## src/rtl/wb_regfile_stage.sv

```systemverilog
`default_nettype none
// ---------------------------------------------------------------------------
// Module  : wb_regfile_stage
// Brief   : Write-back stage, 2-entry result FIFO draining into a register file.
// Revision: 1.0
// ---------------------------------------------------------------------------
module wb_regfile_stage #(
   parameter int DATA_W = 32,
   parameter int REG_N  = 8,
   parameter int ADDR_W = 3
) (
   input  logic              CLK,
   input  logic              reset,
   input  logic              in_valid,
   output logic              in_ready,
   input  logic [ADDR_W-1:0] in_rd,
   input  logic              in_we,
   input  logic [DATA_W-1:0] in_data,
   input  logic              wb_hold,
   input  logic [ADDR_W-1:0] rd_addr_a,
   input  logic [ADDR_W-1:0] rd_addr_b,
   output logic [DATA_W-1:0] rd_data_a,
   output logic [DATA_W-1:0] rd_data_b,
   output logic              wb_valid,
   output logic [ADDR_W-1:0] wb_rd,
   output logic [DATA_W-1:0] wb_data,
   output logic [15:0]       commit_count
);

   localparam logic [1:0] c_EMPTY = 2'd0;
   localparam logic [1:0] c_FULL  = 2'd2;

   logic [ADDR_W-1:0] r_ent_rd   [2];
   logic              r_ent_we   [2];
   logic [DATA_W-1:0] r_ent_data [2];
   logic              r_wptr;
   logic              r_rptr;
   logic [1:0]        r_count;
   logic [DATA_W-1:0] r_regs [REG_N];

   logic              r_wb_valid;
   logic [ADDR_W-1:0] r_wb_rd;
   logic [DATA_W-1:0] r_wb_data;
   logic [15:0]       r_commit_count;

   logic              w_push;
   logic              w_pop;
   logic              w_young;

   assign in_ready = (r_count != c_FULL);
   assign w_push   = in_valid && in_ready;
   assign w_pop    = (r_count != c_EMPTY) && !wb_hold;
   // Slot just behind the write pointer holds the most recently accepted entry.
   assign w_young  = ~r_wptr;

   always_ff @(posedge CLK) begin
      if (w_push) begin
         r_ent_rd[r_wptr]   <= in_rd;
         r_ent_we[r_wptr]   <= in_we;
         r_ent_data[r_wptr] <= in_data;
      end
   end

   always_ff @(posedge CLK or negedge reset) begin
      if (!reset) begin
         r_wptr         <= 1'b0;
         r_rptr         <= 1'b0;
         r_count        <= c_EMPTY;
         r_wb_valid     <= 1'b0;
         r_wb_rd        <= '0;
         r_wb_data      <= '0;
         r_commit_count <= 16'd0;
         for (int i = 0; i < REG_N; i++) begin
            r_regs[i] <= '0;
         end
      end else begin
         if (w_push) begin
            r_wptr <= ~r_wptr;
         end
         if (w_pop) begin
            r_rptr <= ~r_rptr;
         end
         case ({w_push, w_pop})
            2'b10:   r_count <= r_count + 2'd1;
            2'b01:   r_count <= r_count - 2'd1;
            default: r_count <= r_count;
         endcase
         r_wb_valid <= w_pop;
         if (w_pop) begin
            r_wb_rd        <= r_ent_rd[r_rptr];
            r_wb_data      <= r_ent_data[r_rptr];
            r_commit_count <= r_commit_count + 16'd1;
            if (r_ent_we[r_rptr] && (r_ent_rd[r_rptr] != '0)) begin
               r_regs[r_ent_rd[r_rptr]] <= r_ent_data[r_rptr];
            end
         end
      end
   end

   // Youngest matching pending write wins over the older one and the array.
   function automatic logic [DATA_W-1:0] f_read(input logic [ADDR_W-1:0] addr);
      logic [DATA_W-1:0] v_data;
      v_data = r_regs[addr];
      if ((r_count == c_FULL) && r_ent_we[r_rptr] && (r_ent_rd[r_rptr] == addr)) begin
         v_data = r_ent_data[r_rptr];
      end
      if ((r_count != c_EMPTY) && r_ent_we[w_young] && (r_ent_rd[w_young] == addr)) begin
         v_data = r_ent_data[w_young];
      end
      if (addr == '0) begin
         v_data = '0;
      end
      return v_data;
   endfunction

   assign rd_data_a    = f_read(rd_addr_a);
   assign rd_data_b    = f_read(rd_addr_b);
   assign wb_valid     = r_wb_valid;
   assign wb_rd        = r_wb_rd;
   assign wb_data      = r_wb_data;
   assign commit_count = r_commit_count;

endmodule
`default_nettype wire

```

## config.mk

```make
export PLATFORM = sky130hd
export DESIGN_NAME = wb_regfile_stage
export DESIGN_NICKNAME = d
export VERILOG_FILES = /design/src/rtl/wb_regfile_stage.sv
export SDC_FILE = /design/constraint.sdc
export NUM_CORES = 1
export LEC_CHECK = 0
export CAP_MARGIN = 20
export CORE_MARGIN = 2
export CORE_UTILIZATION = 50
export DETAILED_ROUTE_END_ITERATION = 7
export PLACE_DENSITY = 0.73
export SYNTH_ARGS = -nofsm -noshare
export SYNTH_HDL_FRONTEND = slang
export SYNTH_SLANG_ARGS = --single-unit
```

## constraint.sdc

```tcl
create_clock -name CLK -period 3.5 [get_ports CLK]
set_clock_uncertainty 0.2 [all_clocks]
set_input_delay 0.525 -clock CLK [delete_from_list [all_inputs] [get_ports CLK]]
set_output_delay 0.525 -clock CLK [all_outputs]
set_load 0.005 [all_outputs]
```

==> results of run 1 <==
sequential cells by signal, summed over array words and instances (netlist names):
signal	flops
wb_valid	1
r_count	2
r_regs	256
wb_data	32
r_ent_rd	6
r_ent_data	64
r_rptr	1
r_ent_we	2
commit_count	16
r_wptr	1
wb_rd	3
power by group:
part / total, mW / switching [mW] / internal [mW]
Combinational: 9.79 / 5.04 / 4.75
Sequential: 7.60 / 1.30 / 6.29
Clock: 4.70 / 1.88 / 2.82
Total: 22.1 / 8.22 / 13.9
per-stage QoR:
step                cell area, um^2  hold WS [ns]  setup WS, ns
detailed placement            22840        0.1836        0.1137
finish                        25320        0.1983      -0.07734
floorplan                     20070       0.02941        0.1177
CTS                           24980        0.1963      -0.02281
global placement              22840        0.1763        0.1353
global route                  25320        0.2074       -0.1339
path summary, 6_finish.rpt:
kind	from	to
max in group asynchronous	reset	r_regs[212]$_DFFE_PN0P_
worst max-delay path	r_wptr$_DFFE_PN0P_	rd_data_a[8]
min in group asynchronous	reset	commit_count[15]$_DFFE_PN0P_
worst max register to register	r_rptr$_DFFE_PN0P_	r_regs[133]$_DFFE_PN0P_
worst min register to register	r_regs[235]$_DFFE_PN0P_	r_regs[235]$_DFFE_PN0P_
worst min-delay path	r_regs[235]$_DFFE_PN0P_	r_regs[235]$_DFFE_PN0P_
cell usage after synthesis, types with 5 or more instances:
cell type  instances
xnor2_1           21
nand2_1          306
o211ai_2          60
buf_2             24
mux2i_1           34
nor3b_1           33
nor2_1            40
a21oi_1           96
nand3_1            5
mux4_2           128
buf_6             14
xor2_1            11
dfrtp_1          312
nand4_1           69
edfxtp_1          72
mux2_2            97
o21ai_0          227
clkbuf_1         138
worst max-delay path, cell delays in order, from the launching register on:
cell and delay (ns):
dfrtp_2 0.46, buf_6 0.13, mux2i_4 0.30, xnor2_2 0.13, or4_4 0.62, buf_12 0.19
buf_12 0.15, o211ai_2 0.07, a21oi_2 0.10, buf_2 0.14
cell type report:
class	instances	area, um^2
Clock buffer	57	1221
Clock inverter	21	241.5
Fill cell	2900	14320
Inverter	1	3.754
Multi-Input combinational cell	1158	9938
Sequential cell	384	9972
Tap cell	525	656.9
Timing Repair Buffer	327	3286
cells by family after synthesis:
group	share of synthesized area (%)
AO/OA/AOI/OAI	12.00
XOR/XNOR	1.396
adder cells (fa/ha/maj)	0.1246
buffers and inverters	4.170
flip-flops	49.66
multiplexers	22.01
AND/OR/NAND/NOR	10.63
timing repair:
| item | 4_1_cts | 5_1_grt |
|---|---|---|
| hold buffers | 1 | 0 |
| setup buffers | 35 | 12 |
| pin swaps | 59 | 42 |
| gates cloned | 10 | 2 |
| setup endpoints to repair | 64 | 64 |
| endpoints found under the hold margin | 74 | 0 |
| gates resized for setup | 296 | 78 |
metal layers:
layer	wire [um]	GRT usage, %	vias to the layer above
met1	24450	40.48	8078
met2	31820	51.30	1004
met3	6402	7.127	215
li1	-	-	6716
met5	0	0	-
met4	2596	14.08	0
cells in the final DEF (no fill, tap or decap), types with 4 or more instances in the layout:
cell type / instances
mux2_2: 97
nand2_2: 6
mux2i_4: 6
nor3b_2: 12
buf_4: 100
nor2_1: 38
nand3_1: 5
buf_12: 37
o211ai_2: 44
o211ai_4: 16
nand4_1: 69
clkinv_2: 5
xor2_1: 5
mux4_2: 128
buf_8: 7
mux2i_1: 25
clkbuf_8: 5
xor2_4: 6
nor3b_1: 21
nand2_1: 300
o21ai_0: 227
xnor2_1: 17
a21oi_1: 47
clkbuf_2: 15
mux2i_2: 8
dfrtp_1: 310
bufinv_16: 5
a21oi_2: 49
buf_16: 4
clkbuf_1: 7
buf_2: 50
clkbuf_16: 47
edfxtp_1: 72
clkinv_1: 8
clkdlybuf4s50_1: 91
buf_6: 15
o211ai_1: 4
==> flow_summary.ini, run 1 <==
[run_status]
outcome = finished with violations
violations = setup timing

[worst_hold_path]
min_path_cells = 0
hold_class = reg2reg

[clocking]
cts_tree = built
cts_buffers = 42
clock-sinks = 384
clock_latency_ns = 0.57
clk_path_buf_depth = 3
htree_num_levels = 2
clk_pin_slew_worst_paths_ns = 0.06
cts_root_buf = clkbuf_16

[timing]
post-route-period-util_pct = 102.2
rsz0062_at_grt = yes
hold_viol = 0
relSlewSlack_pct = 47.66
setup_violations = 35
report.final.slew_viol_count = 0
fin_setup_tns_ns = -1.443
max_freq_ghz = 0.2795
setup_ws_ns = -0.07734
finalCriticalPeriod_ns = 3.577
tightest_slew_ns = 0.7851

[setup_path]
r2r_slack_ns = 0.73
cp_data_arrival_time_ns = 2.85
worst_setup_path_start_kind = register
crit_required_ns = 2.77
cp-end-kind = output pin
crit_fanout = 7
rr_worst_depth = 9
timing_worst_setup_path_type = reg2out

[place]
gp_congestion = 0.8513
dp_hpwl_um = 38110
port_buffers = 162
dpl.cell_count = 2338

[logic_synthesis]
netlist_area_um2 = 20070
avgSynthCellArea_um2 = 11.64
ys.flop_type = dfrtp_1
yosysTopAreaCell = dfrtp_1
synthArstFlopShare_pct = 81.25
synthTopCellsByArea = dfrtp_1, mux4_2, edfxtp_1, nand2_1, o21ai_0
yosysUniqueCellTypes = 34
ys_ff_latch = 384
yosys_warnings = 0
seq_area_frac_synth_pct = 49.66
synth_nets = 1773
synth_top_area_share_pct = 38.89
synthCells = 1725
synth_edf_count = 72

[power]
total_power_mw = 22.09
powerDensity_nw_per_um2 = 872.4
p_leak_nw = 10.31
ir_worst_vdd_mv = 0.5611

[global_routing]
grt_max_degree = 81
grt_pass1_vias = 16500
antenna_found_initial = 1
grt_pass1_wl_um = 99080
gr-total-overflow = 0
grt_usage_pct = 31.49

[floorplanning]
dieArea_um2 = 41770
rows = 73
die-height_um = 204.4
die_w_um = 204.4
core_um2 = 39640
initial_core_util_pct = 50.64
pin_count = 163

[drt]
drcViolationCount = 0
routed_wl_um = 65270
ant_nets = 0
vias = 16013
first_pass_iters = 5
via_per_inst = 6.475
wl_per_cell_um = 26.39
drtIter0Drc = 1775

[final_layout]
synthToLayoutAreaGrowth_pct = 26.13
utilization_pct = 63.87
drive_gt1_share_pct = 35.37
nets = 1962
fin_cells = 2473
diodes = 0

[flow_run]
max_cap_viol_count = 0
(Power assumes the default switching activity.)
==> run 2: changes to the inputs <==
--- a/config.mk
+++ b/config.mk
@@ -10,6 +10,7 @@
 export CORE_UTILIZATION = 50
 export DETAILED_ROUTE_END_ITERATION = 7
 export PLACE_DENSITY = 0.73
+export SKIP_CTS_REPAIR_TIMING = 1
 export SYNTH_ARGS = -nofsm -noshare
 export SYNTH_HDL_FRONTEND = slang
 export SYNTH_SLANG_ARGS = --single-unit
==> run 2 against run 1 <==
Critical path type unchanged. First-iteration DRC count shrank 15%. Wire length fell by 5.0%. The run still ends with setup timing left. Critical path depth fell by 1. Combinational power is 4.7% lower. Clock power barely moved.
==> flow_summary.ini, run 2 (synthesis gave the netlist of run 1 again) <==
[final_layout]
ff_latch_area_um2 = 9972
largest_register_ffs = 256
utilization_pct = 62.81
synthToLayoutAreaGrowth_pct = 24.03
multi_input_area_um2 = 9711
final_common_cell = dfrtp_1
fin_cells = 2433
fillers = 2969
layout_common_cells = dfrtp_1, nand2_1, o21ai_0
drive_gt1_share_pct = 30.40
diodes = 0
regMostFlops = r_regs
nets = 1922

[timing]
rsz0062_at_grt = yes
report.final.slew_viol_count = 0
max_freq_ghz = 0.2660
tightest_slew_ns = 0.7852
setup_violations = 7
relSlewSlack_pct = 47.66
setup_ws_ns = -0.2587
finalCriticalPeriod_ns = 3.759
post-route-period-util_pct = 107.4
hold_viol = 0

[global_routing]
antenna_found_initial = 1
gr-total-overflow = 0
grt_usage_pct = 29.54
grt_pass1_wl_um = 93230
grt_max_degree = 81
grt_pass1_vias = 15679

[drt]
drtIter0Drc = 1500
via_per_inst = 6.367
drcViolationCount = 0
first_pass_iters = 6
vias = 15490
wl_per_cell_um = 25.49
routed_wl_um = 62010
ant_nets = 0

[power]
ir_worst_vdd_mv = 0.6099
total_power_mw = 21.57
p_leak_nw = 10.65
powerDensity_nw_per_um2 = 866.5

[setup_path]
slowest_delay_ns = 0.53
cp_data_arrival_time_ns = 3.03
path_cells = mux2i_4 > buf_12 > xor2_4 > and4_4 > buf_12 > o211ai_2 > a21oi_2 > clkdlybuf4s50_1
cp-end-kind = output pin
worst_setup_path_start_kind = register
crit_fanout = 15
timing_worst_setup_path_type = reg2out
crit_top_cell = buf_12
crit_required_ns = 2.77
critical_path.slowest_cell = dfrtp_2

[clocking]
clock-sinks = 384
clock_latency_ns = 0.57
clk_pin_slew_worst_paths_ns = 0.06
cts_tree = built
cts_root_buf = clkbuf_16
cts_buffers = 42
clk_path_buf_depth = 3
htree_num_levels = 2

[flow_run]
max_cap_viol_count = 0

[floorplanning]
die-height_um = 204.4
initial_core_util_pct = 50.64
dieArea_um2 = 41770
core_um2 = 39640
rows = 73
die_w_um = 204.4
pin_count = 163

[run_status]
violations = setup timing
outcome = finished with violations

[place]
dp_hpwl_um = 38110
place_ws_ns = 0.1137
port_buffers = 162
dpl.cell_count = 2338
gp_congestion = 0.8513

[worst_hold_path]
hold_class = reg2reg
==> run 2: cell types whose count changed in the layout (fill, tap and decap cells not counted), moves of 8 or more <==
cell	before	now
nor3b_1	21	30
dlymetal6s2s_1	0	52
o211ai_4	16	0
buf_4	100	85
o211ai_2	44	60
buf_12	37	29
buf_2	50	7
nor3b_2	12	3
clkbuf_2	15	6
==> run 2: power breakdown <==
part	switching [mW]	internal [mW]	total [mW]
registers	1.27	6.29	7.56
logic	4.74	4.59	9.33
clock network	1.87	2.82	4.69
total	7.87	13.7	21.6
==> run 2: worst max-delay path, delay by kind of cell (launching register included) <==
| kind | cells | cell delay, ns |
|---|---|---|
| buffers and inverters | 3 | 0.84 |
| DFF | 1 | 0.53 |
| and+or+nand+nor | 1 | 0.29 |
| muxes | 1 | 0.31 |
| xor gates and xnor gates | 1 | 0.19 |
| AOI/OAI and AO/OA | 2 | 0.30 |
==> run 2: final timing paths <==
check / start / to / slack [ns] / depth (start not counted)
setup / recovery: r_rptr$_DFFE_PN0P_ / rd_data_b[1] / -0.26 / 8
hold / removal: r_regs[235]$_DFFE_PN0P_ / r_regs[235]$_DFFE_PN0P_ / 0.20 / 0
setup reg to reg: r_rptr$_DFFE_PN0P_ / r_regs[191]$_DFFE_PN0P_ / 0.84 / 9
hold reg to reg: r_regs[235]$_DFFE_PN0P_ / r_regs[235]$_DFFE_PN0P_ / 0.20 / 0
max in group asynchronous: reset / r_regs[148]$_DFFE_PN0P_ / 1.88 / 3
min in group asynchronous: reset / commit_count[15]$_DFFE_PN0P_ / 0.36 / 2
==> run 2: layout make-up <==
type	instances	share of cell area (%)
sequential	384	40.05
tap	525	2.638
multi-input combinational	1158	39.00
clock buffer	57	4.905
timing repair buffer	287	12.42
clock inverter	21	0.9699
inverter	1	0.01508
==> run 2: through the flow <==
stage          cell area [um^2]  setup TNS [ns]  hold WS (ns)
3_3_place_gp              22840               0        0.1763
4_1_cts                   24300          -24.81       -0.2086
5_1_grt                   24900          -1.851        0.2070
3_5_place_dp              22840               0        0.1836
6_report                  24900         -0.5467        0.1963
2_1_floorplan             20070               0       0.02941
==> run 2: metal layers <==
layer | part of all wire (%) | GRT usage, %
met3 | 9.5 | 5.995
met4 | 3.3 | 10.64
met5 | 0 | 0
met2 | 48 | 48.93
met1 | 39 | 38.79
==> run 3: changes to the inputs <==
--- a/config.mk
+++ b/config.mk
@@ -5,7 +5,6 @@
 export SDC_FILE = /design/constraint.sdc
 export NUM_CORES = 1
 export LEC_CHECK = 0
-export CAP_MARGIN = 20
 export CORE_MARGIN = 2
 export CORE_UTILIZATION = 50
 export DETAILED_ROUTE_END_ITERATION = 7
==> results of run 3 <==
No change in the layout: final DEF, timing and power equal those of run 2.
